[src/rtl/pll_lock_pkg.sv]
// Shared types and widths for the PLL lock monitor.
package pll_lock_pkg;

  localparam int CNT_W  = 16;
  localparam int LOSS_W = 8;

  localparam logic [LOSS_W-1:0] LOSS_MAX = '1;

  typedef enum logic [1:0] {
    ST_WAIT_LOCK = 2'd0,
    ST_STABILIZE = 2'd1,
    ST_RUN       = 2'd2,
    ST_LOST      = 2'd3
  } pll_state_e;

endpackage

[src/rtl/sync_2ff.sv]
// Two-flop synchronizer for a single asynchronous level, cleared by a synchronous reset.
module sync_2ff (
  input  logic i_clk,
  input  logic i_rst,
  input  logic i_d,
  output logic o_q
);

  logic r_meta;
  logic r_sync;

  always_ff @(posedge i_clk) begin
    if (i_rst) begin
      r_meta <= 1'b0;
      r_sync <= 1'b0;
    end else begin
      r_meta <= i_d;
      r_sync <= r_meta;
    end
  end

  assign o_q = r_sync;

endmodule

[src/rtl/pll_lock_monitor.sv]
// Holds downstream logic in reset until the PLL lock flag has been stable long enough,
// and counts lock losses seen while running.
module pll_lock_monitor
  import pll_lock_pkg::*;
#(
  parameter int unsigned STABLE_CYCLES = 1024,
  parameter int unsigned HOLD_CYCLES   = 64
) (
  input  logic              clock_in,
  input  logic              reset,
  input  logic              locked,
  input  logic              clear_count,
  output logic              rst_out,
  output logic              ready,
  output logic              loss_event,
  output logic [LOSS_W-1:0] loss_count,
  output logic [1:0]        dbg_state
);

  localparam logic [CNT_W-1:0] STABLE_LAST = CNT_W'(STABLE_CYCLES - 1);
  localparam logic [CNT_W-1:0] HOLD_LAST   = CNT_W'(HOLD_CYCLES - 1);

  logic              w_locked_s;
  pll_state_e        r_state;
  logic [CNT_W-1:0]  r_cnt;
  logic              r_loss_now;
  logic              r_rst_out;
  logic              r_ready;
  logic              r_loss_event;
  logic [LOSS_W-1:0] r_loss_count;

  sync_2ff u_sync (
    .i_clk (clock_in),
    .i_rst (reset),
    .i_d   (locked),
    .o_q   (w_locked_s)
  );

  // Outputs are re-registered from the state so rst_out/ready change together, one cycle after the state.
  always_ff @(posedge clock_in) begin
    if (reset) begin
      r_state      <= ST_WAIT_LOCK;
      r_cnt        <= '0;
      r_loss_now   <= 1'b0;
      r_rst_out    <= 1'b1;
      r_ready      <= 1'b0;
      r_loss_event <= 1'b0;
    end else begin
      r_loss_now   <= 1'b0;
      r_rst_out    <= (r_state != ST_RUN);
      r_ready      <= (r_state == ST_RUN);
      r_loss_event <= r_loss_now;
      case (r_state)
        ST_WAIT_LOCK: begin
          if (w_locked_s) begin
            r_state <= ST_STABILIZE;
            r_cnt   <= '0;
          end
        end
        ST_STABILIZE: begin
          if (!w_locked_s) begin
            r_state <= ST_WAIT_LOCK;
            r_cnt   <= '0;
          end else if (r_cnt == STABLE_LAST) begin
            r_state <= ST_RUN;
            r_cnt   <= '0;
          end else begin
            r_cnt <= r_cnt + 1'b1;
          end
        end
        ST_RUN: begin
          if (!w_locked_s) begin
            r_state    <= ST_LOST;
            r_cnt      <= '0;
            r_loss_now <= 1'b1;
          end
        end
        ST_LOST: begin
          // The lock flag is deliberately ignored until the hold time has elapsed.
          if (r_cnt == HOLD_LAST) begin
            r_state <= ST_WAIT_LOCK;
            r_cnt   <= '0;
          end else begin
            r_cnt <= r_cnt + 1'b1;
          end
        end
        default: begin
          r_state <= ST_WAIT_LOCK;
          r_cnt   <= '0;
        end
      endcase
    end
  end

  // A clear that lands on a loss pulse still counts that loss.
  always_ff @(posedge clock_in) begin
    if (reset) begin
      r_loss_count <= '0;
    end else if (clear_count) begin
      r_loss_count <= {{(LOSS_W-1){1'b0}}, r_loss_event};
    end else if (r_loss_event && (r_loss_count != LOSS_MAX)) begin
      r_loss_count <= r_loss_count + 1'b1;
    end
  end

  assign rst_out    = r_rst_out;
  assign ready      = r_ready;
  assign loss_event = r_loss_event;
  assign loss_count = r_loss_count;
  assign dbg_state  = r_state;

endmodule

[config.mk]
export PLATFORM = sky130hd
export DESIGN_NAME = pll_lock_monitor
export DESIGN_NICKNAME = d
export VERILOG_FILES = /design/src/rtl/pll_lock_pkg.sv /design/src/rtl/sync_2ff.sv /design/src/rtl/pll_lock_monitor.sv
export SDC_FILE = /design/constraint.sdc
export NUM_CORES = 1
export LEC_CHECK = 0
export BUFFER_PORTS_ARGS = -buffer_cell sky130_fd_sc_hd__buf_2
export CORE_UTILIZATION = 55
export CTS_CLUSTER_DIAMETER = 40
export CTS_CLUSTER_SIZE = 16
export DETAILED_ROUTE_END_ITERATION = 10
export PLACE_DENSITY = 0.76
export SYNTH_ARGS = -nofsm -noshare
export SYNTH_HDL_FRONTEND = slang
export SYNTH_SLANG_ARGS = --single-unit
[constraint.sdc]
create_clock -name clock_in -period 3.1 [get_ports clock_in]
set_input_delay 0.31 -clock clock_in [delete_from_list [all_inputs] [get_ports clock_in]]
set_output_delay 0.31 -clock clock_in [all_outputs]
set_load 0.01 [all_outputs]
==> results by group, run 1 <==
STA
  • Transition time at the pin with the least slew margin: around 670 ps
  • Slew Viols, Final: 0
  • Min Tclk post-route: roughly 2100 ps
  • Peak Freq: approximately 480 MHz
  • Final Setup Violations: 0
  • Unrepaired setup endpoints after global routing: no
  • Worst setup skew after layout: around 4.4 ps
  • Final Hold Viols: 0
  • Total negative slack: 0 ps
  • Slew margin rel.: 0.5475
  • Post-route setup slack: 1008 ps
  • Final Cycle Share: 0.6748

Placement
  • Gp weighted congestion: between 0.8 and 0.9
  • Dpl ws: 1040 ps
  • HPWL Detailed: 2062 µm
  • # placed instances: around 210
  • I/O Buffers: 16

Route
  • Avg WL per Cell: 13.90 µm
  • Vias per cell: a little under 6
  • Drc violations: 0
  • DRT iter0 DRCs: 24
  • Drt first pass iters: 4
  • Routed via count: 1240
  • Final ANT Viol Nets: 0
  • Routed WL: a little under 3000 µm

Synthesis
  • Sequential share of the synthesized area: 0.4299
  • Count leader, synth: dfxtp_1
  • Cells after synthesis: about 160
  • FFs w/ async S/R, synth: 0
  • Synth cell count leaders: dfxtp_1, nor2_1, nand2_1, a31oi_1
  • Share of the synthesized area in the top cell type: 0.4299
  • Top_reg_cell synth: dfxtp_1
  • Post-synth EDFFs: 0
  • Flops & latches, synth: 32
  • Synthesized net count: 170
  • Netlist cell types: 38
  • Syn. warnings: 0
  • Synthesized cell area: ~0.0015 mm²
  • Main area contributors after synthesis: dfxtp_1, xnor2_1, nor2_1
  • Largest area contributor in the netlist: dfxtp_1
  • Synthesized area per cell: between 9 and 10 µm²

Cells and area
  • Layout Area Growth over Synthesis: 11.50%
  • Ant. Diodes: 0
  • Layout Nets: 188
  • Multi-input gate area: 812.0 µm²
  • Fill cell count: roughly 220
  • Non-filler cells in the finished layout: ~210
  • Share of cells above drive strength 1: 0.1749
  • Register area: roughly 640 µm²

Clock network
  • Post-CTS Resized: 0
  • CTS tree: built
  • CTS Root Cell: clkbuf_4
  • Hold Buf Count CTS: 0
  • Latest clock arrival within the worst-skew pair: approximately 340 ps
  • Clock sinks: 32
  • Clock tree buffer depth: 2
  • CTS buffer count: 5
  • Clk slew on worst S/H paths: 100 ps
  • Setup Buffers After CTS: 0
  • H-tree depth: 2

Global routing
  • GRT Residual Overflow: 0
  • Largest net degree at the start of global routing: 18
  • First-pass GRT wire length: approximately 4700 µm
  • Initial antenna violation count: 0
  • Vias in the first global route: 1088
  • Total GRT Usage: 0.2323

Job
  • Max Cap Violations: 0

Floorplan
  • Core Region: about 0.0025 mm²
  • Boundary Pins: 17
  • Rows: 18
  • Die area: roughly 0.0029 mm²
  • Die width: roughly 54 µm
  • Die H: ~54 µm
  • Initial Utilization: 0.5908

Critical path
  • CP delay by family, top: simple AND/OR/NAND/NOR gates
  • Startpoint Class: flop
  • Arr. time, crit path: ~2300 ps
  • CP cell instances: or4_4 -> nor4_4 -> o22ai_2 -> a41oi_1 -> a31oi_1
  • Reg2Reg Depth: 5
  • Peak fanout along the critical path: 15
  • Crit path depth: 5
  • Crit path required time: between 3000 and 4000 ps
  • Crit end category: flop
  • CP max stage delay: a little under 600 ps
  • Critical path class: flop to flop
  • Bufs and invs on worst path: 0
  • Highest-delay cell along the critical path: or4_4

Power and ir drop
  • P per Cell Area: 453.1 mW/mm²
  • Leak: 0.6123 nW
  • VDD IR max: between 0.4 and 0.5 mV

Worst hold path
  • Worst hold path type: primary input to flop
  • Worst hold path depth: 2

Run status
  • Outcome: completed
## area by class of cell
| cell class | count | share of cell area |
|---|---|---|
| Clock buffer | 5 | 0.02259 |
| Clock inverter | 3 | 0.02560 |
| Timing Repair Buffer | 16 | 0.04819 |
| Inverter | 3 | 0.006777 |
| Sequential cell | 32 | 0.3855 |
| Multi-Input combinational cell | 124 | 0.4887 |
| Tap cell | 30 | 0.02259 |
## layout by cell type, fill, tap and decap left out, drive strengths merged, types with 5 or more instances in the layout
cell type	instances
dfxtp	32
nor2	20
buf	16
nand2	12
a31oi	10
xnor2	9
nand3	9
a21oi	6
xor2	5
a22o	5
clkbuf	5
## state kept, by name, indices dropped and copies added, names as in the netlist, named ones only
register,cells
u_sync.o_q,1
u_sync.r_meta,1
rst_out,1
r_loss_now,1
ready,1
loss_event,1
r_cnt,16
dbg_state,1
loss_count,8
## logic make-up after synthesis
logic type / count (synthesis) / share of synthesized area
adders and majority gates: 2 / 0.01679
AOI/OAI and AO/OA: 35 / 0.1654
xor gates and xnor gates: 14 / 0.08229
DFF: 32 / 0.4299
and+or+nand+nor: 72 / 0.2737
buffers and inverters: 8 / 0.02518
muxes: 1 / 0.006717
## stage by stage
step / hold WS, ps / util / instance area [µm²] / total power [mW]
after global placement: 420.0 / 0.6270 / 1582 / 0.4446
after CTS: 147.5 / 0.6587 / 1662 / 0.7582
after global routing: 133.4 / 0.6587 / 1662 / 0.7801
after floorplan: 381.6 / - / 1490 / 0.4377
final: 158.8 / 0.6587 / 1662 / 0.7529
after detailed placement: 445.3 / 0.6270 / 1582 / 0.4453
## final timing paths
path	from	to	slack, ps
worst max register to register	r_cnt[10]$_SDFFE_PP0P_	r_cnt[4]$_SDFFE_PP0P_	1010
worst min register to register	u_sync.r_meta$_SDFF_PP0_	u_sync.o_q$_SDFF_PP0_	460
worst min-delay path	clear_count	loss_count[0]$_SDFFE_PP0P_	160
worst max-delay path	r_cnt[10]$_SDFFE_PP0P_	r_cnt[4]$_SDFFE_PP0P_	1010
## metal layers
layer,wire [µm],part of all wire,GRT usage
met4,49,0.017,0.08974
met1,1374,0.46,0.2675
met2,1391,0.47,0.3765
met5,0,0,0
met3,144,0.049,0.1017
## power by group
group / switching [mW] / leakage, nW / total (mW) / internal [mW]
Combinational: 0.0135 / 0.313 / 0.0197 / 0.00623
Sequential: 0.00296 / 0.258 / 0.416 / 0.413
Clock: 0.149 / 0.0412 / 0.317 / 0.168
Total: 0.165 / 0.612 / 0.753 / 0.588
No activity file was read; power rests on OpenSTA's default activity.
==> run 2, diff against run 1 <==
Clock period 3.1 ns to 2 ns, I/O delays scaled along.
==> results by group, run 2 (same netlist as run 1, synthesis figures left out) <==
Global routing
  • First-pass GRT wire length: about 5200 µm
  • Initial antenna violation count: 0
  • Vias in the first global route: 1177
  • Total GRT Usage: 0.2570
  • Largest net degree at the start of global routing: 16
  • GRT Residual Overflow: 0

Cells and area
  • Most common cell after layout, fill and taps aside: dfxtp_1
  • Ant. Diodes: 0
  • Most frequent cells in the layout: dfxtp_1, nor2_1, buf_2
  • Non-filler cells in the finished layout: approximately 230
  • Largest register FFs: 16
  • Register with the most flip-flops: r_cnt
  • Share of cells above drive strength 1: 0.2487
  • Layout Area Growth over Synthesis: 20.40%
  • Layout Nets: 202

Critical path
  • Arr. time, crit path: 2190 ps
  • R2R setup slack: 30 ps
  • Reg2Reg Depth: 6
  • Worst Setup SP: r_cnt[7]$_SDFFE_PP0P_
  • Crit path required time: 2230 ps
  • Critical path class: flop to flop
  • FF-to-FF Start: r_cnt[7]$_SDFFE_PP0P_
  • Reg2reg end: r_cnt[4]$_SDFFE_PP0P_
  • CP endpoint: r_cnt[4]$_SDFFE_PP0P_
  • Peak fanout along the critical path: 8
  • Startpoint Class: flop
  • Crit end category: flop

Floorplan
  • Die width: around 54 µm
  • Core Region: around 0.0025 mm²
  • Boundary Pins: 17
  • Initial Utilization: 0.5908
  • Die H: between 50 and 60 µm
  • Die area: approximately 0.003 mm²
  • Rows: 18

Power and ir drop
  • Power Total: 1.177 mW
  • Leak: ~0.68 nW
  • P per Cell Area: 655.8 mW/mm²
  • VDD IR max: 0.6264 mV

Route
  • DRT iter0 DRCs: 42
  • Final ANT Viol Nets: 0
  • Drc violations: 0
  • Drt first pass iters: 4
  • Routed WL: between 3000 and 4000 µm
  • Routed via count: roughly 1300
  • Vias per cell: around 5.9
  • Avg WL per Cell: approximately 15 µm

Placement
  • HPWL Detailed: between 2000 and 2500 µm
  • Gp weighted congestion: roughly 0.84
  • # placed instances: 214
  • I/O Buffers: 16

Clock network
  • CTS buffer count: 5
  • Clock sinks: 32
  • H-tree depth: 2
  • CTS tree: built
  • Clock tree buffer depth: 2
  • CTS Root Cell: clkbuf_4
  • Clk slew on worst S/H paths: approximately 110 ps
  • Latest clock arrival within the worst-skew pair: about 350 ps
  • Hold Buf Count CTS: 0

Run status
  • Outcome: completed

STA
  • Final Hold Viols: 0
  • Slew Viols, Final: 0
  • Total negative slack: 0 ps
  • Slew margin rel.: 0.5121
  • Worst setup skew after layout: roughly 7 ps
  • Final Cycle Share: 0.9831
  • Min Tclk post-route: about 2000 ps
  • Transition time at the pin with the least slew margin: 726.3 ps
  • Final Setup Violations: 0
  • Peak Freq: approximately 510 MHz

Job
  • Max Cap Violations: 0

Worst hold path
  • Worst hold path type: primary input to flop
run 2: cell count changes in the layout (fill, tap and decap cells not counted):
| cell | change |
|---|---|
| or4_1 | -1 |
| nand3_2 | +1 |
| or4_4 | +1 |
| o22ai_4 | +1 |
| nand3_1 | -1 |
| o22ai_1 | -1 |
| buf_4 | +13 |
| o22ai_2 | +1 |
run 2: area by class of cell:
class,count,area (µm²)
well taps,30,37.54
flip-flops and latches,32,640.6
multi-input cells,125,847.1
inverters,3,11.26
clock buffers,5,37.54
clock inverters,3,42.54
repair buffers,29,177.7
fillers,198,728.2
run 2: where the power goes:
part           switching [mW]  leakage, nW  internal (mW)
combinational          0.0237        0.384         0.0128
clock                   0.236       0.0412          0.260
sequential            0.00311        0.258          0.641
total                   0.263        0.684          0.914
run 2: worst min path at each step:
stage | depth (start not counted) | end | startpoint | slack [ps]
final | 2 | flop | reset | 50
after global routing | 2 | flop | reset | 30
after CTS | 2 | flop | reset | 30
after detailed placement | 2 | flop | reset | 420
after global placement | 2 | flop | reset | 410
after floorplan | 1 | loss_event$_SDFF_PP0_ | reset | 270
run 2: metrics by stage:
stage,util,setup slack (ps),area [µm²],hold slack [ps]
after floorplan,-,144.7,1490,271.6
after global placement,0.6538,39.70,1649,406.2
after detailed placement,0.6538,-61.94,1649,416.0
after CTS,0.6885,-22.33,1737,33.42
after global routing,0.7113,-10.28,1794,29.27
final,0.7113,33.84,1794,53.30
run 2: layer usage:
| layer | up-vias | global-route usage | share of wire |
|---|---|---|---|
| met3 | 14 | 0.09887 | 0.048 |
| met1 | 621 | 0.3123 | 0.45 |
| met5 | - | 0 | 0 |
| li1 | 668 | - | - |
| met2 | 34 | 0.4033 | 0.47 |
| met4 | 0 | 0.1068 | 0.036 |
run 2: timing repair:
| action | in CTS | in global routing |
|---|---|---|
| cloned | 0 | 1 |
| setup buffers | 0 | 4 |
| endpoints found under the hold margin | 0 | 0 |
| resized for setup | 1 | 3 |
| pin swaps | 1 | 3 |
| setup endpoints to repair | 3 | 11 |
run 2: worst max-delay path: stages, from the launching register on:
cell     delay (ps)
dfxtp_1         380
or4_4           560
nor4_4          310
buf_4           180
o22ai_4         110
a41oi_1         250
a31oi_1          60
